`src/rtl/serial_paralelo_rx.sv`:
```
// Receive-side deserializer: hunts for COM byte alignment, declares the link active
// after BC_COUNT aligned COMs, then presents each non-COM byte with valid/idle qualifiers.
module serial_paralelo_rx #(
  parameter logic [7:0]  COM      = 8'hBC,
  parameter int unsigned BC_COUNT = 4
) (
  input  logic       clk_32f,
  input  logic       reset,
  input  logic       data_in,
  output logic [7:0] data_out,
  output logic       valid_out,
  output logic       active_out,
  output logic       idle_out,
  output logic       byte_stb
);

  typedef enum logic [1:0] {SEARCH, ALIGN, ACTIVE} state_t;

  localparam logic [3:0] BC_TARGET = 4'(BC_COUNT);

  state_t     state;
  logic [7:0] sr;
  logic [2:0] bit_cnt;
  logic [3:0] bc_cnt;
  logic [7:0] nb;
  logic       boundary;

  // nb is the byte that completes on this edge, including the bit being sampled now
  assign nb       = {sr[6:0], data_in};
  assign boundary = (bit_cnt == 3'd7);

  always_ff @(posedge clk_32f) begin
    if (!reset) begin
      state      <= SEARCH;
      sr         <= 8'h00;
      bit_cnt    <= 3'd0;
      bc_cnt     <= 4'd0;
      data_out   <= 8'h00;
      valid_out  <= 1'b0;
      active_out <= 1'b0;
      idle_out   <= 1'b0;
      byte_stb   <= 1'b0;
    end else begin
      sr       <= nb;
      byte_stb <= 1'b0;
      case (state)
        SEARCH: begin
          if (nb == COM) begin
            bit_cnt <= 3'd0;
            bc_cnt  <= 4'd1;
            if (BC_TARGET == 4'd1) begin
              state      <= ACTIVE;
              active_out <= 1'b1;
            end else begin
              state <= ALIGN;
            end
          end
        end
        ALIGN: begin
          bit_cnt <= bit_cnt + 3'd1;
          if (boundary) begin
            if (nb == COM) begin
              bc_cnt <= bc_cnt + 4'd1;
              if (bc_cnt + 4'd1 == BC_TARGET) begin
                state      <= ACTIVE;
                active_out <= 1'b1;
              end
            end else begin
              // a broken COM run means the phase guess was wrong; hunt again from the next bit
              bc_cnt <= 4'd0;
              state  <= SEARCH;
            end
          end
        end
        ACTIVE: begin
          bit_cnt <= bit_cnt + 3'd1;
          if (boundary) begin
            byte_stb <= 1'b1;
            if (nb == COM) begin
              valid_out <= 1'b0;
              idle_out  <= 1'b1;
            end else begin
              data_out  <= nb;
              valid_out <= 1'b1;
              idle_out  <= 1'b0;
            end
          end
        end
        default: state <= SEARCH;
      endcase
    end
  end

endmodule

```
`config.mk`:
```
export PLATFORM = sky130hd
export DESIGN_NAME = serial_paralelo_rx
export DESIGN_NICKNAME = d
export VERILOG_FILES = /design/src/rtl/serial_paralelo_rx.sv
export SDC_FILE = /design/constraint.sdc
export NUM_CORES = 1
export LEC_CHECK = 0
export CORE_UTILIZATION = 56
export DETAILED_ROUTE_END_ITERATION = 8
export GPL_TIMING_DRIVEN = 0
export PLACE_DENSITY = 0.8
export SYNTH_ARGS = -nofsm -noshare
export SYNTH_HDL_FRONTEND = slang
export SYNTH_SLANG_ARGS = --single-unit
```
`constraint.sdc`:
```
create_clock -name clk_32f -period 4.7 [get_ports clk_32f]
set_clock_uncertainty 0.05 [all_clocks]
set_input_delay 0.705 -clock clk_32f [delete_from_list [all_inputs] [get_ports clk_32f]]
set_output_delay 0.705 -clock clk_32f [all_outputs]
set_load 0.005 [all_outputs]
```
# --- Word level (Yosys, flattened, before mapping) ---
# Cells that the tools add are included.
totals:
  in_bits: 3
  register_bits: 28
  elab_cells: 46
  out_inout_bits: 12
classes:
  bitwise_logic: 2
  eq_ne: 8
  add_sub_neg: 2
  n_mux: 14
  n_reduce_logical: 11
op_table:
  columns: ["cell", "count"]
  rows:
  - ["$mux 4", 3]
  - ["$eq 8x8->1 const B", 1]
  - ["$mux 2", 4]
  - ["$pmux 4 s2", 1]
  - ["$reduce_and 4->1", 2]
  - ["$pmux 2 s3", 1]
  - ["$pmux 3 s2", 1]
  - ["$reduce_and 2->1", 3]
  - ["$reduce_and 3->1", 2]
  - ["$add 4x1->4 const B", 1]
  - ["$eq 4x3->1 const B", 1]
  - ["$ne 2x2->1 const B", 2]
  - ["$reduce_bool 2->1", 2]
  - ["$add 3x1->3 const B", 1]
  - ["$eq 3x3->1 const B", 1]
  - ["$mux 1", 3]
  - ["$mux 3", 1]
  - ["$ne 3x3->1 const B", 1]
  - ["$eq 2x1->1 const B", 1]
  - ["$eq 2x2->1 const B", 1]
  - ["$logic_not 2->1", 1]
  - ["$not 1->1", 2]
  - ["$reduce_or 2->1", 1]

# --- Logic depth before layout (Yosys ltp) ---
logic_depth:
  ltp_word: 6
  ltp_mapped: 7
  mapped_depth_nobuf: 6

# --- Least setup slack after synthesis ---
# Ideal clock, no wire load.
synth_path:
  kind: "input port to flip-flop"
  from: "input port data_in"
  to: "register bc_cnt[2]"
  setup_time_ps: 125
  path_stages: 4
  n_path_buf: 0
  t_required_ps: 4525
  setup_slack_ps: 2992
  arrival_ps: 1533
  cell_sequence: "and4bb_2 > a21boi_4 > nor4b_2 > o22ai_1"
synth_between:
  elab_chain_len: 4
  elab_cells_between_ends: 6
  classes_between: "2 x eq/ne; 3 x mux; 1 x reduce/logical"
synth_lines:
  columns: ["item", "line", "source"]
  rows:
  - ["start, declared", "9", "input logic data_in,"]
  - ["$eq 8x8->1 *", "48, 62", null]
  - ["$mux 4", "62", "if (nb == COM) begin"]
  - ["$mux 4", "61", "if (boundary) begin"]
  - ["$pmux 4 s2", "46", "case (state)"]
  - ["end signal, assigned", "63", "bc_cnt <= bc_cnt + 4'd1;"]
  - ["end, declared", "24", "logic [3:0] bc_cnt;"]
# Mark *: on every way between the ends. The rest lies on a longest branch, timed or not. The select of a mux whose other input is x is not followed.
# A chain may end at the register's enable or synchronous reset.

# --- Worst setup path in the final report ---
# Ends and elaborated chain as after synthesis.

==> results.py <==
metrics = {
    "status": {
        "status": "finished clean",
    },
    "synth": {
        "yosys_register_bits": 28,
        "ys_seq_area_share_pct": 43.84,
        "synthesis.area_um2": 1279,
        "synthArstFlopShare_pct": 0,
        "synth-main-ff-cell": "dfxtp_1",
        "syn_avg_cell_area_um2": 9.543,
        "yosys.cell_types.count": 42,
        "synth_edf_count": 0,
        "ys_warn_count": 0,
        "synth_cells": 134,
        "syn_nets": 144,
    },
    "global_routing": {
        "grt_pass1_wl_um": 4388,
        "track_usage_pct": 23.04,
        "grt_pass1_vias": 988,
        "grt.overflow.total": 0,
        "grt_start_max_net_pins": 17,
        "antenna_found_initial": 0,
    },
    "floorplanning": {
        "initial_core_util_pct": 62.01,
        "fp.coreArea_um2": 2062,
        "die_h_um": 49.79,
        "io_pins": 15,
        "dieArea_um2": 2479,
        "rows": 16,
        "fp.dieW_um": 49.79,
    },
    "worst_setup_path": {
        "endpoint_kind": "flop",
        "slowest_stage": "clkdlybuf4s50_1",
        "slowest_delay_ns": 0.44,
        "worstPathArrival_ns": 2.15,
        "startpoint_type": "input pin",
        "critPathKind": "in2reg",
        "crit_fanout": 7,
        "path_cells": "clkdlybuf4s50_1 > and4bb_2 > a21boi_4 > nor4b_2 > o22ai_1",
        "required_ns": 4.87,
    },
    "clocking": {
        "clock-sinks": 28,
        "worstSkewPairLatency_ns": 0.32,
        "hold_buffers": 0,
        "cts.path.max_buffers": 2,
        "cts_resized": 0,
        "htreeDepth": 1,
        "clk_pin_slew_worst_paths_ns": 0.15,
        "cts_tree": "yes",
        "cts_setup_buffers": 0,
        "cts_made_buffers": 3,
        "cts-root-buf": "clkbuf_4",
    },
    "sta": {
        "period_share_pct": 42.22,
        "grt_setup_unrepaired": "false",
        "fin_ws_ns": 2.716,
        "maxClockFrequency_mhz": 503.9,
        "finalSetupTns_ns": 0,
        "period_minus_slack_ns": 1.985,
        "finalHoldViolations": 0,
        "maxSlewViolCount": 0,
        "slew_headroom_pct": 69.71,
        "setup_viol": 0,
        "worstMarginPinSlew_ns": 0.4543,
    },
    "place": {
        "gp_congestion": 0.8591,
        "dp_hpwl_um": 1897,
        "dp_slack_ns": 2.389,
        "port_buffers": 13,
    },
    "route": {
        "via_count": 1049,
        "wire_per_inst_um": 14.10,
        "firstDrtPassIters": 4,
        "drcViolationCount": 0,
        "vias_per_cell": 5.893,
        "drt-total-wl_um": 2510,
        "ant_nets": 0,
        "drt_iter0_markers": 23,
    },
    "pwr": {
        "clockPowerShare_pct": 38.5,
        "switchingPower_uw": 75.53,
        "power.density_nw_per_um2": 269.8,
        "ir_drop_mv": 0.2445,
        "pwr-share-seq_pct": 59.5,
        "p_comb_share_pct": 2.1,
        "p_int_uw": 327.8,
        "swShare_pct": 18.73,
        "leakage_uw": 0.0006068,
    },
    "flow_run": {
        "max_cap_violations": 0,
    },
    "layout": {
        "final-seq-area_um2": 560.5,
        "multi_input_area_um2": 665.6,
        "fillers": 156,
        "syn_to_final_growth_pct": 16.93,
        "drive_gt1_share_pct": 9.272,
        "antenna_cells": 0,
        "fin_nets": 162,
    },
    "worst_hold_path": {
        "hold_path_class": "reg2reg",
    },
}
-- Yosys cell counts, drive strengths merged (3+ instances only) --
master | count | area (um^2)
inv | 7 | 26.28
nand3 | 4 | 20.02
and2 | 4 | 25.02
ha | 7 | 87.58
a21oi | 11 | 66.32
o21ai | 8 | 51.30
buf | 3 | 15.01
clkbuf | 3 | 11.26
nand2 | 8 | 30.03
o31ai | 3 | 36.28
nor2 | 16 | 60.06
dfxtp | 28 | 560.5
-- routing by layer --
| metal | global-route usage, % | share of wire (%) | vias to the layer above | wire length (um) |
|---|---|---|---|---|
| li1 | - | - | 520 | - |
| met1 | 29.33 | 46 | 516 | 1158 |
| met5 | 0 | 0 | - | 0 |
| met2 | 40.77 | 51 | 13 | 1279 |
| met3 | 3.704 | 2.9 | 0 | 72 |
| met4 | 4.286 | 0 | 0 | 0 |
-- worst max-delay path: cells and delay by family --
| family | cells | cell delay (ns) |
|---|---|---|
| AO/OA/AOI/OAI | 2 | 0.25 |
| buffers and inverters | 1 | 0.44 |
| AND/OR/NAND/NOR | 2 | 0.77 |
-- final timing paths --
path / to / slack (ns) / startpoint / depth (start not counted)
setup reg to reg: data_out[7] / 2.84 / bit_cnt[0] / 7
setup / recovery: bc_cnt[2] / 2.72 / data_in / 5
hold reg to reg: sr[6] / 0.43 / sr[5] / 2
hold / removal: sr[6] / 0.43 / sr[5] / 2
-- cell families after synthesis --
family	after synthesis	synth area share, %
DFF	28	43.84
and+or+nand+nor	51	23.09
AOI/OAI and AO/OA	33	20.55
buffers and inverters	13	4.110
muxes	2	1.566
adders and majority gates	7	6.849
-- cells in the final DEF (no fill, tap or decap), drive strengths merged, types with 2 or more instances in the layout --
cell / count
clkdlybuf4s50: 13
o21ai: 8
nand3b: 2
nand4: 2
nand2: 8
nor4b: 2
clkbuf: 6
nor2b: 2
nor2: 16
mux2i: 2
and2: 4
inv: 7
dfxtp: 28
buf: 3
o221a: 2
nand3: 4
o31ai: 3
nand4bb: 2
a21oi: 11
a21boi: 2
ha: 7
-- final cells by class --
| type | instances | share of cell area, % |
|---|---|---|
| plain buffers | 6 | 1.757 |
| well taps | 27 | 2.259 |
| clock inverters | 1 | 2.008 |
| flip-flops and latches | 28 | 37.49 |
| repair buffers | 13 | 8.703 |
| multi-input cells | 93 | 44.52 |
| inverters | 7 | 1.757 |
| clock buffers | 3 | 1.506 |
-- metrics by stage --
stage / total power [uW] / instance area (um^2) / hold WS (ns) / utilization [%] / cells
CTS: 405.9 / 1495 / 0.4292 / 72.51 / 178
detailed placement: 253.3 / 1443 / 0.4099 / 69.96 / 174
global route: 421.2 / 1495 / 0.4489 / 72.51 / 178
finish: 403.3 / 1495 / 0.4300 / 72.51 / 178
global placement: 253.1 / 1443 / 0.3985 / 69.96 / 174
floorplan: 250.1 / 1279 / 0.3839 / - / 134
-- flip-flops by register name, summed over array words and instances (netlist names) --
| register | cells |
|---|---|
| idle_out | 1 |
| bit_cnt | 3 |
| active_out | 1 |
| bc_cnt | 4 |
| state | 2 |
| byte_stb | 1 |
| sr | 7 |
| valid_out | 1 |
| data_out | 8 |
-- power groups by stage --
stage | clock network [uW] | registers, uW | logic [uW]
floorplan | 0 | 245 | 5.51
global placement | 0 | 245 | 8.24
detailed placement | 0 | 245 | 8.27
CTS | 158 | 240 | 8.30
global route | 172 | 240 | 9.26
finish | 155 | 240 | 8.34
(Power assumes the default switching activity.)
==> RTL change, RTL diff (same flow settings) <==
Make the reset (`reset`) asynchronous in one clocked block.
--- a/src/rtl/serial_paralelo_rx.sv
+++ b/src/rtl/serial_paralelo_rx.sv
@@ -31,3 +31,3 @@
 
-  always_ff @(posedge clk_32f) begin
+  always_ff @(posedge clk_32f or negedge reset) begin
     if (!reset) begin
Formal check against the unedited RTL: no difference found for any inputs over 10 cycles, from zero or initial values and one cycle with reset low; that may be too few to reach the edited logic, so the function may still have changed.
==> RTL change against the unedited design <==
Routed wire length is 11% lower. Hold slack got worse by 97 ps. Synthesized area decreased by 1.2%. Largest cell class is now registers. Worst setup slack worse by 350 ps. Sequential cell count is the same. Cell area down 0.67%.
Power is not compared: it rests on default switching activity, and its combinational part moved more than twofold at a synthesized area within 25%.
==> RTL change: results (changes against the unedited design) <==
routed via count=832 (-21%); cell total after placement=137 (-21%); area of the multi-input gates=526 µm² (-21%); total number of nets in the final design=125 (-23%); number of global-route vias before repair=804 (-19%); share of synthesized area spent on multiplexers=8.02% (+6.5 points); Hold/Removal Path Class=input pin to asynchronous set/reset pin; final HPWL from detailed placement=1490 µm (-22%); GRT Total Usage=21.0% (-2.1 points); Synth top cells by count=dfrtp_1, a22o_1, mux2_2, ha_1, inv_1; async set-or-reset flop fraction in the synthesized netlist=100% (+100 points); run status=complete, no violations; Filler Cell Count=145 (-7.1%); sequential cell area fraction in the yosys report=55.4% (+12 points); count of port buffers added during placement=14 (+1); Worst Setup Slack, final=2360 ps (-353 ps); launch instance of the worst register-to-register path=sr[5]; actual transition at the worst max-transition pin=676 ps (+222 ps); hold slack=333 ps (-96.8 ps); maximum number of pins on one net before global-route repair=29 (+12); number of logic inverters in the finished layout=6 (-1); drt initial violations=16 (-30%); Worst setup endpoint=data_out[3]; library cells used by synthesis=32 (-24%); maximum fanout encountered on the critical timing path=10 (+3); crit-path max cell delay=490 ps (+50 ps); arrival time of the worst setup path=2510 ps (+360 ps); fraction of area in non-clock buffers=10.1% (-0.35 points); Clock Network Area Fraction=3.54% (+0.024 points); Multi-input comb cells=60 (-35%); fraction of area in registers=47.2% (+9.7 points); global-route wire length before repair=3820 µm (-13%); fraction of layout cells with a size suffix above 1=15.8% (+6.5 points); per-cell routed wire length=15.8 µm (+12%); top_reg_cell synth=dfrtp_1; standard cell with the maximum stage delay on the critical path=or4b_1; cell types with the largest area share after synthesis=dfrtp_1, mux2_2, ha_1; area fraction in compound gates after synthesis=18.0% (-2.5 points); GP Congestion=0.830 (-3.4%); Synth Net Count=106 (-26%)
[RTL change: report_power, final]
part           total (mW)  leakage, nW  switching (mW)  internal, mW
clock               0.156       0.0279          0.0693        0.0863
combinational      0.0309        0.309          0.0206        0.0103
sequential          0.251        0.364         0.00433         0.247
[RTL change: through the flow]
step	power (mW)	area (µm²)
6_report	0.438	1490
5_1_grt	0.457	1490
4_1_cts	0.441	1490
3_5_place_dp	0.287	1440
3_3_place_gp	0.286	1440
2_1_floorplan	0.275	1260
[RTL change: worst register-to-register path, delay by kind of cell, from the launching register on]
family / cells / cell delay [ps]
AO/OA/AOI/OAI: 1 / 320
buffers and inverters: 1 / 160
flip-flops: 1 / 430
multiplexers: 1 / 390
AND/OR/NAND/NOR: 1 / 540
[RTL change: layer usage]
metal  wire [µm]  up-vias  GRT usage (%)
met3          95        4           6.79
li1            -      399              -
met4          31        0           4.29
met5           0        -              0
met1         996      412           30.0
met2        1100       17           31.5
